File: src/rtl/pipe_issue_seq.sv
// Issue-side front end: buffers packed instruction words in a FIFO and issues at most
// one per cycle to the pipeline operand ports, holding back read-after-write hazards.
module pipe_issue_seq #(
  parameter int unsigned DEPTH   = 8,
  parameter int unsigned HAZ_WIN = 3
) (
  input  logic                     clk1,
  input  logic                     rst_n,
  input  logic                     in_valid,
  output logic                     in_ready,
  input  logic [23:0]              in_instr,
  input  logic                     flush,
  output logic                     issue_valid,
  output logic [3:0]               rs1,
  output logic [3:0]               rs2,
  output logic [3:0]               rd,
  output logic [3:0]               func,
  output logic [7:0]               addr,
  output logic [$clog2(DEPTH):0]   count,
  output logic [15:0]              stall_cnt
);

  localparam int unsigned AW = $clog2(DEPTH);
  localparam int unsigned CW = AW + 1;

  typedef struct packed {
    logic [3:0] func;
    logic [3:0] rd;
    logic [3:0] rs1;
    logic [3:0] rs2;
    logic [7:0] addr;
  } instr_t;

  instr_t            mem [DEPTH];
  logic [AW-1:0]     wr_ptr;
  logic [AW-1:0]     rd_ptr;
  logic [HAZ_WIN-1:0]      sb_v;
  logic [HAZ_WIN-1:0][3:0] sb_rd;

  instr_t head_c;
  logic   full_c;
  logic   empty_c;
  logic   hazard_c;
  logic   push_c;
  logic   issue_c;
  logic   stall_c;

  // Head decode and scoreboard comparison against both sources.
  always_comb begin
    head_c   = mem[rd_ptr];
    full_c   = (count == CW'(DEPTH));
    empty_c  = (count == '0);
    hazard_c = 1'b0;
    for (int unsigned i = 0; i < HAZ_WIN; i++) begin
      if (sb_v[i] && ((sb_rd[i] == head_c.rs1) || (sb_rd[i] == head_c.rs2))) begin
        hazard_c = 1'b1;
      end
    end
    push_c  = in_valid && in_ready && !flush;
    issue_c = !empty_c && !hazard_c && !flush;
    stall_c = !empty_c && hazard_c && !flush;
  end

  // Held low during reset so the host never sees a ready it cannot use.
  assign in_ready = rst_n && !full_c;

  // Storage array carries no reset; occupancy alone defines valid entries.
  always_ff @(posedge clk1) begin
    if (push_c) begin
      mem[wr_ptr] <= instr_t'(in_instr);
    end
  end

  // FIFO pointers and occupancy.
  always_ff @(posedge clk1 or negedge rst_n) begin
    if (!rst_n) begin
      wr_ptr <= '0;
      rd_ptr <= '0;
      count  <= '0;
    end else if (flush) begin
      wr_ptr <= '0;
      rd_ptr <= '0;
      count  <= '0;
    end else begin
      if (push_c) wr_ptr <= wr_ptr + AW'(1);
      if (issue_c) rd_ptr <= rd_ptr + AW'(1);
      case ({push_c, issue_c})
        2'b10:   count <= count + CW'(1);
        2'b01:   count <= count - CW'(1);
        default: count <= count;
      endcase
    end
  end

  // Scoreboard: one slot per cycle of hazard window, shifted every edge.
  always_ff @(posedge clk1 or negedge rst_n) begin
    if (!rst_n) begin
      sb_v  <= '0;
      sb_rd <= '0;
    end else if (flush) begin
      sb_v  <= '0;
    end else begin
      sb_v[0]  <= issue_c;
      sb_rd[0] <= head_c.rd;
      for (int unsigned i = 1; i < HAZ_WIN; i++) begin
        sb_v[i]  <= sb_v[i-1];
        sb_rd[i] <= sb_rd[i-1];
      end
    end
  end

  // Registered issue port; fields hold their last value between issues.
  always_ff @(posedge clk1 or negedge rst_n) begin
    if (!rst_n) begin
      issue_valid <= 1'b0;
      rs1         <= '0;
      rs2         <= '0;
      rd          <= '0;
      func        <= '0;
      addr        <= '0;
    end else begin
      issue_valid <= issue_c;
      if (issue_c) begin
        rs1  <= head_c.rs1;
        rs2  <= head_c.rs2;
        rd   <= head_c.rd;
        func <= head_c.func;
        addr <= head_c.addr;
      end
    end
  end

  // Saturating hazard-stall counter; survives flush.
  always_ff @(posedge clk1 or negedge rst_n) begin
    if (!rst_n) begin
      stall_cnt <= '0;
    end else if (stall_c && (stall_cnt != 16'hFFFF)) begin
      stall_cnt <= stall_cnt + 16'd1;
    end
  end

endmodule

File: config.mk
export PLATFORM = sky130hd
export DESIGN_NAME = pipe_issue_seq
export DESIGN_NICKNAME = d
export VERILOG_FILES = /design/src/rtl/pipe_issue_seq.sv
export SDC_FILE = /design/constraint.sdc
export NUM_CORES = 1
export LEC_CHECK = 0
export CORE_ASPECT_RATIO = 0.8
export CORE_MARGIN = 2
export CORE_UTILIZATION = 53
export CTS_CLUSTER_DIAMETER = 50
export DETAILED_ROUTE_END_ITERATION = 16
export PLACE_DENSITY = 0.78
export SYNTH_ARGS = -nofsm -noshare
export SYNTH_HDL_FRONTEND = slang
export SYNTH_SLANG_ARGS = --single-unit
File: constraint.sdc
create_clock -name clk1 -period 4.4 [get_ports clk1]
set_input_delay 0.88 -clock clk1 [delete_from_list [all_inputs] [get_ports clk1]]
set_output_delay 0.88 -clock clk1 [all_outputs]
set_load 0.01 [all_outputs]
==> results of run 1 <==
cell type report:
cell class | count | area [µm²] | share of cell area [%]
inverter | 10 | 37.5 | 0.299
clock inverter | 10 | 105 | 0.837
multi-input combinational | 313 | 3050 | 24.3
tap | 264 | 330 | 2.63
clock buffer | 34 | 679 | 5.41
timing repair buffer | 102 | 956 | 7.62
sequential | 257 | 7400 | 58.9
state kept, by name, summed over array words and instances (netlist names):
register and count:
wr_ptr 3, rd 4, count 4, stall_cnt 16, rd_ptr 3, mem 192
addr 8, func 4, sb_rd 12, sb_v 3, rs1 4, rs2 4
final timing paths:
path / start / cells after the start / slack (ps) / endpoint
max in group asynchronous: rst_n / 2 / 3100 / rd_ptr[0]$_DFFE_PN0P_
worst max register to register: rd_ptr[0]$_DFFE_PN0P_ / 17 / 240 / count[3]$_DFFE_PN0P_
worst min register to register: stall_cnt[9]$_DFFE_PN0P_ / 1 / 500 / stall_cnt[9]$_DFFE_PN0P_
worst min-delay path: stall_cnt[9]$_DFFE_PN0P_ / 1 / 500 / stall_cnt[9]$_DFFE_PN0P_
min in group asynchronous: rst_n / 2 / 600 / sb_v[1]$_DFF_PN0_
worst max-delay path: rd_ptr[0]$_DFFE_PN0P_ / 17 / 240 / count[3]$_DFFE_PN0P_
routing by layer:
metal / vias up / part of all wire, % / GRT usage [%]
li1: 2560 / - / -
met1: 2972 / 44 / 29.5
met2: 225 / 47 / 33.9
met3: 41 / 7.2 / 3.95
met4: 0 / 2.0 / 4.95
met5: - / 0 / 0
what timing repair did:
item / CTS / global route
setup endpoints to repair: 0 / 1
resized for setup: 0 / 1
hold buffers: 0 / 0
buffers inserted: 0 / 3
hold endpoints to repair: 0 / 0
cell usage after synthesis, drive strengths merged (2+ instances only):
library cell  instances  area (µm²)
nand2                14        55.1
mux2                 58         724
nor4                  3        18.8
mux2i                16         176
inv                  10        37.5
o22ai                 7        50.1
buf                  17         144
edfxtp              192        5770
clkbuf                9        33.8
nor2                 30         113
xnor2                 9        78.8
or3                   5        31.3
a22o                  4        35.0
o22a                  4        35.0
nand2b                6        37.5
nor2b                 6        37.5
ha                    5        62.6
dfrtp                65        1630
nand4                 2        12.5
o21ai                16        80.1
nor3                 19        95.1
and3                  4        25.0
a21oi                12        60.1
nand3                16        80.1
xor2                 21         184
a2bb2o                2        20.0
o221ai                4        35.0
mux4                 38         863
a22oi                 5        37.5
per-stage QoR:
stage	worst slack, ps	power [mW]	hold WS [ps]	instances
2_1_floorplan	62.4	4.58	465	606
3_3_place_gp	182	5.25	473	943
3_5_place_dp	107	5.30	491	943
4_1_cts	80.2	7.37	499	987
5_1_grt	20.3	7.67	511	990
6_report	240	7.34	501	990
power by group:
part / switching [mW] / internal (mW) / leakage, nW
sequential: 0.209 / 2.85 / 2.52
clock: 0.847 / 1.20 / 0.385
combinational: 1.02 / 1.22 / 1.55
total: 2.08 / 5.26 / 4.46
layout by cell type (no fill, tap or decap), types with 9 or more instances in the layout:
cell type / count
buf_4: 28
xnor2_1: 9
inv_1: 10
nand2_1: 13
mux2i_1: 14
a21oi_1: 11
clkdlybuf4s50_1: 72
mux2_2: 39
nor3_1: 17
dfrtp_1: 64
nor2_1: 24
edfxtp_1: 192
clkbuf_16: 25
o21ai_0: 16
xor2_1: 21
mux4_2: 36
nand3_1: 16
mux2_4: 19
cells by family after synthesis:
family | share of synthesized area, %
muxes | 16.6
xor gates and xnor gates | 2.47
DFF | 69.6
adders and majority gates | 0.777
AOI/OAI and AO/OA | 3.56
buffers and inverters | 2.03
and+or+nand+nor | 4.98
worst max-delay path, delay by kind of cell, from the launching register on:
kind	cells	cell delay (ps)
AO/OA/AOI/OAI	7	1420
multiplexers	3	990
flip-flops	1	520
AND/OR/NAND/NOR	3	390
buffers and inverters	2	340
adder cells (fa/ha/maj)	1	270
XOR/XNOR	1	90
==> impl_metrics.py, run 1 <==
metrics = {
    "timing": {
        "worst_slew_pin_slew_ps": 1140,
        "fin_crit_ps": 4160,
        "finalCritPeriodShare_pct": 94.5,
        "skew_ps": 9.25,
        "hold_viol_final": 0,
        "finalSetupViolations": 0,
        "setup_tns_ps": 0,
        "max_slew_margin_pct": 23.5,
        "fmax_mhz": 240,
        "rsz0062_at_grt": "false",
        "drv_slew": 0,
    },
    "cells_and_area": {
        "fin_util_pct": 63.6,
        "final_area_mm2": 0.0125,
        "n_fill_cell": 1338,
        "drive_gt1_share_pct": 24.1,
        "area_delta_synth_final_pct": 18.1,
        "diodes": 0,
        "layout.nets": 743,
    },
    "logic_synthesis": {
        "avgSynthCellArea_um2": 17.5,
        "ys_seq_area_share_pct": 69.6,
        "ys_warn_count": 0,
        "yosysUniqueCellTypes": 46,
        "synth_edf_count": 192,
        "synth_area_mm2": 0.0106,
        "synth_seq_cells": 257,
        "postSynthCellCount": 606,
        "async_reset_ff_share_pct": 25.3,
        "syn-num-nets": 640,
        "synth_flop_cell": "edfxtp_1",
    },
    "floorplanning": {
        "num_rows": 46,
        "die_h_um": 131,
        "pin_count": 74,
        "initial_core_util_pct": 53.8,
        "design.die.area_mm2": 0.0212,
        "die_w_um": 162,
        "coreArea_mm2": 0.0197,
    },
    "grt": {
        "grt_pass1_wl_um": 33300,
        "antenna_found_initial": 0,
        "track_usage_pct": 20.7,
        "grt_pass1_vias": 5866,
        "grt_max_degree": 66,
        "gr-total-overflow": 0,
    },
    "clocking": {
        "cts_tree": "built",
        "insertion_delay_ps": 520,
        "clock_sinks": 257,
        "clockRootBuffer": "clkbuf_16",
        "cts_buffer_depth": 3,
        "clkTransAtPathRegs_ps": 60,
        "cts_made_buffers": 25,
        "h-tree-depth": 1,
    },
    "worst_setup_path": {
        "crit_top_cell": "buf_4",
        "crit_fanout": 10,
        "slowest_delay_ps": 520,
        "required_ps": 4800,
        "crit_type": "reg -> reg",
        "end_kind": "flip-flop",
        "cp.arrival_ps": 4560,
        "crit_path_start_kind": "flip-flop",
        "cp_slowest_cell": "dfrtp_4",
        "cp_cell_sequence": "buf_4 > mux4_2 > mux2i_1 > buf_4 > xor2_1 > o221ai_1 > o22ai_1 > a222oi_1 > nand2_2 > or2_1 > a21oi_2 > ha_1 > a21o_1 > a21oi_1 > nor2_1 > a22oi_1 > mux2_2",
    },
    "route": {
        "wirelength_um": 21800,
        "initialDrtViolationCount": 606,
        "drtAntennaViolNets": 0,
        "wl_per_cell_um": 22.0,
        "dr.pass1.iters": 5,
        "drc_errors": 0,
        "via_count": 5798,
        "vias_per_cell": 5.86,
    },
    "placement": {
        "placed_cell_area_mm2": 0.0117,
        "io_buffers": 73,
        "dpl.hpwl_um": 13400,
        "place_congestion": 0.892,
    },
    "power_and_ir_drop": {
        "power_density_mw_per_mm2": 585,
        "p_leak_nw": 4.46,
        "peakVddDrop_mv": 0.340,
    },
    "run_status": {
        "outcome": "finished, final reports clean",
    },
    "hold_path": {
        "hp-class": "reg -> reg",
    },
    "job": {
        "maxCapViolCount": 0,
    },
}
(Power assumes the default switching activity.)
==> inputs of run 2 (changes only) <==
--- a/config.mk
+++ b/config.mk
@@ -10,6 +10,7 @@
 export CORE_UTILIZATION = 53
 export CTS_CLUSTER_DIAMETER = 50
 export DETAILED_ROUTE_END_ITERATION = 16
+export MAX_ROUTING_LAYER = met4
 export PLACE_DENSITY = 0.78
 export SYNTH_ARGS = -nofsm -noshare
 export SYNTH_HDL_FRONTEND = slang
==> run 2 against run 1 <==
Against the previous run: global-route usage rose by 0.97 points; count of clock-buffer cells in the layout is 5 lower; sequential cell count is the same; clock skew hardly changed; cell area increased by 1.3%; wire length is 0.44% lower; fmax shrank 0.15%; largest power group unchanged.
==> impl_metrics.py, run 2 (synthesized netlist as in run 1, its figures left out) <==
metrics = {
    "run_status": {
        "outcome": "finished, final reports clean",
    },
    "placement": {
        "io_buffers": 73,
        "place_congestion": 0.918,
        "dpl.hpwl_um": 13500,
        "dp_cells": 945,
        "placed_cell_area_mm2": 0.0118,
    },
    "route": {
        "drc_errors": 0,
        "wirelength_um": 21700,
        "vias_per_cell": 5.75,
        "dr.pass1.iters": 5,
        "drtAntennaViolNets": 0,
        "wl_per_cell_um": 21.7,
        "initialDrtViolationCount": 655,
        "via_count": 5765,
    },
    "clocking": {
        "cts_tree": "built",
        "cts_buffer_depth": 3,
        "clockRootBuffer": "clkbuf_16",
        "clock_sinks": 257,
        "clkTransAtPathRegs_ps": 60,
        "h-tree-depth": 1,
        "cts_made_buffers": 26,
        "insertion_delay_ps": 530,
    },
    "floorplanning": {
        "initial_core_util_pct": 53.8,
        "pin_count": 74,
        "die_w_um": 162,
        "num_rows": 46,
        "design.die.area_mm2": 0.0212,
        "coreArea_mm2": 0.0197,
        "die_h_um": 131,
    },
    "hold_path": {
        "hp-start": "stall_cnt[4]$_DFFE_PN0P_",
        "holdPathStages": 1,
        "min_to": "stall_cnt[4]$_DFFE_PN0P_",
        "hp-class": "reg -> reg",
    },
    "cells_and_area": {
        "regMostFlops": "mem",
        "area_delta_synth_final_pct": 19.6,
        "layout.nets": 750,
        "fin_util_pct": 64.4,
        "final_area_mm2": 0.0127,
        "drive_gt1_share_pct": 25.8,
        "final_cell_mix": "192 x edfxtp_1, 72 x clkdlybuf4s50_1, 64 x dfrtp_1",
        "top_regs": "mem (192), stall_cnt (16), sb_rd (12)",
        "largest_reg_flops": 192,
        "mostFrequentLayoutCell": "edfxtp_1",
        "fin_cells": 1002,
    },
    "worst_setup_path": {
        "r2r-end": "count[3]$_DFFE_PN0P_",
        "crit_fanout": 9,
        "end_kind": "flip-flop",
        "r2r_slack_ps": 230,
        "crit_type": "reg -> reg",
        "required_ps": 4820,
        "cp.arrival_ps": 4590,
        "crit_path_start_kind": "flip-flop",
        "reg2reg_from": "rd_ptr[0]$_DFFE_PN0P_",
        "reg2regPathDepth": 18,
    },
    "power_and_ir_drop": {
        "peakVddDrop_mv": 0.364,
        "p_leak_nw": 4.53,
        "power_density_mw_per_mm2": 593,
        "p_total_mw": 7.53,
    },
    "timing": {
        "worst_slew_pin_slew_ps": 1120,
        "fin_crit_ps": 4170,
        "max_slew_margin_pct": 24.5,
        "finalCritPeriodShare_pct": 94.7,
        "hold_viol_final": 0,
        "rsz0062_at_grt": "false",
        "finalSetupViolations": 0,
        "fmax_mhz": 240,
        "setup_tns_ps": 0,
        "skew_ps": 8.99,
        "drv_slew": 0,
    },
    "grt": {
        "track_usage_pct": 21.7,
        "grt_pass1_vias": 5716,
        "grt_pass1_wl_um": 33700,
        "gr-total-overflow": 0,
        "grt_max_degree": 66,
        "antenna_found_initial": 2,
    },
    "job": {
        "maxCapViolCount": 0,
    },
}
## run 2: cell count changes in the layout (fill, tap and decap cells not counted), sizes merged
cell,delta
bufinv,+1
diode,+2
inv,+1
clkinvlp,+2
clkinv,+5
clkbuf,-5
buf,+6
## run 2: layer usage
layer  GRT usage, %  share of wire, %  vias up
li1               -                 -     2592
met1           31.5                44     2878
met2           33.0                46      260
met3           3.63               7.8       35
met4           4.53               1.8        0
met5              -                 0        -
## run 2: cell type report
cell class,count,area (µm²)
clock inverters,19,199
repair buffers,108,1020
flip-flops and latches,257,7400
multi-input cells,313,3050
diodes,2,5.00
fillers,1350,7030
well taps,264,330
inverters,10,37.5
clock buffers,29,672
## run 2: stage by stage
step                setup slack, ps  hold slack, ps
floorplan                      62.4             465
detailed placement             82.5             483
global route                   9.02             513
finish                          234             489
CTS                            47.1             495
global placement                169             473
## run 2: worst max-delay path by stage
| stage | startpoint | endpoint | slack, ps | cells past startpoint |
|---|---|---|---|---|
| final | rd_ptr[0]$_DFFE_PN0P_ | count[3]$_DFFE_PN0P_ | 230 | 18 |
| after global routing | rd_ptr[0]$_DFFE_PN0P_ | count[3]$_DFFE_PN0P_ | 9 | 17 |
| after CTS | rd_ptr[0]$_DFFE_PN0P_ | count[3]$_DFFE_PN0P_ | 50 | 14 |
| after detailed placement | rd_ptr[0]$_DFFE_PN0P_ | count[3]$_DFFE_PN0P_ | 80 | 14 |
| after global placement | rd_ptr[0]$_DFFE_PN0P_ | count[3]$_DFFE_PN0P_ | 170 | 14 |
| after floorplan | rd_ptr[0]$_DFFE_PN0P_ | count[3]$_DFFE_PN0P_ | 60 | 19 |
## run 2: power by group
group	internal [mW]	total [mW]	switching, mW
registers	2.85	3.05	0.206
clock network	1.29	2.21	0.925
logic	1.24	2.27	1.03
## run 2: repair_timing
| item | in CTS | in global routing |
|---|---|---|
| setup buffers | 0 | 7 |
| resized for setup | 0 | 3 |
| hold buffers | 0 | 0 |
| endpoints found under the setup margin | 0 | 1 |
## run 2: worst max-delay path, cell delays in order (launching register included)
cell and delay (ps):
dfrtp_4 550, buf_4 180, buf_4 160, mux2i_1 140
a22oi_1 390, a21oi_1 160, o221ai_1 180, o22ai_1 110
a222oi_1 310, buf_4 170, nand2_2 50, or2_1 240
a21oi_2 150, ha_1 250, a21o_1 180, a21oi_1 180
nor2_1 60, a22oi_1 230, mux2_2 360
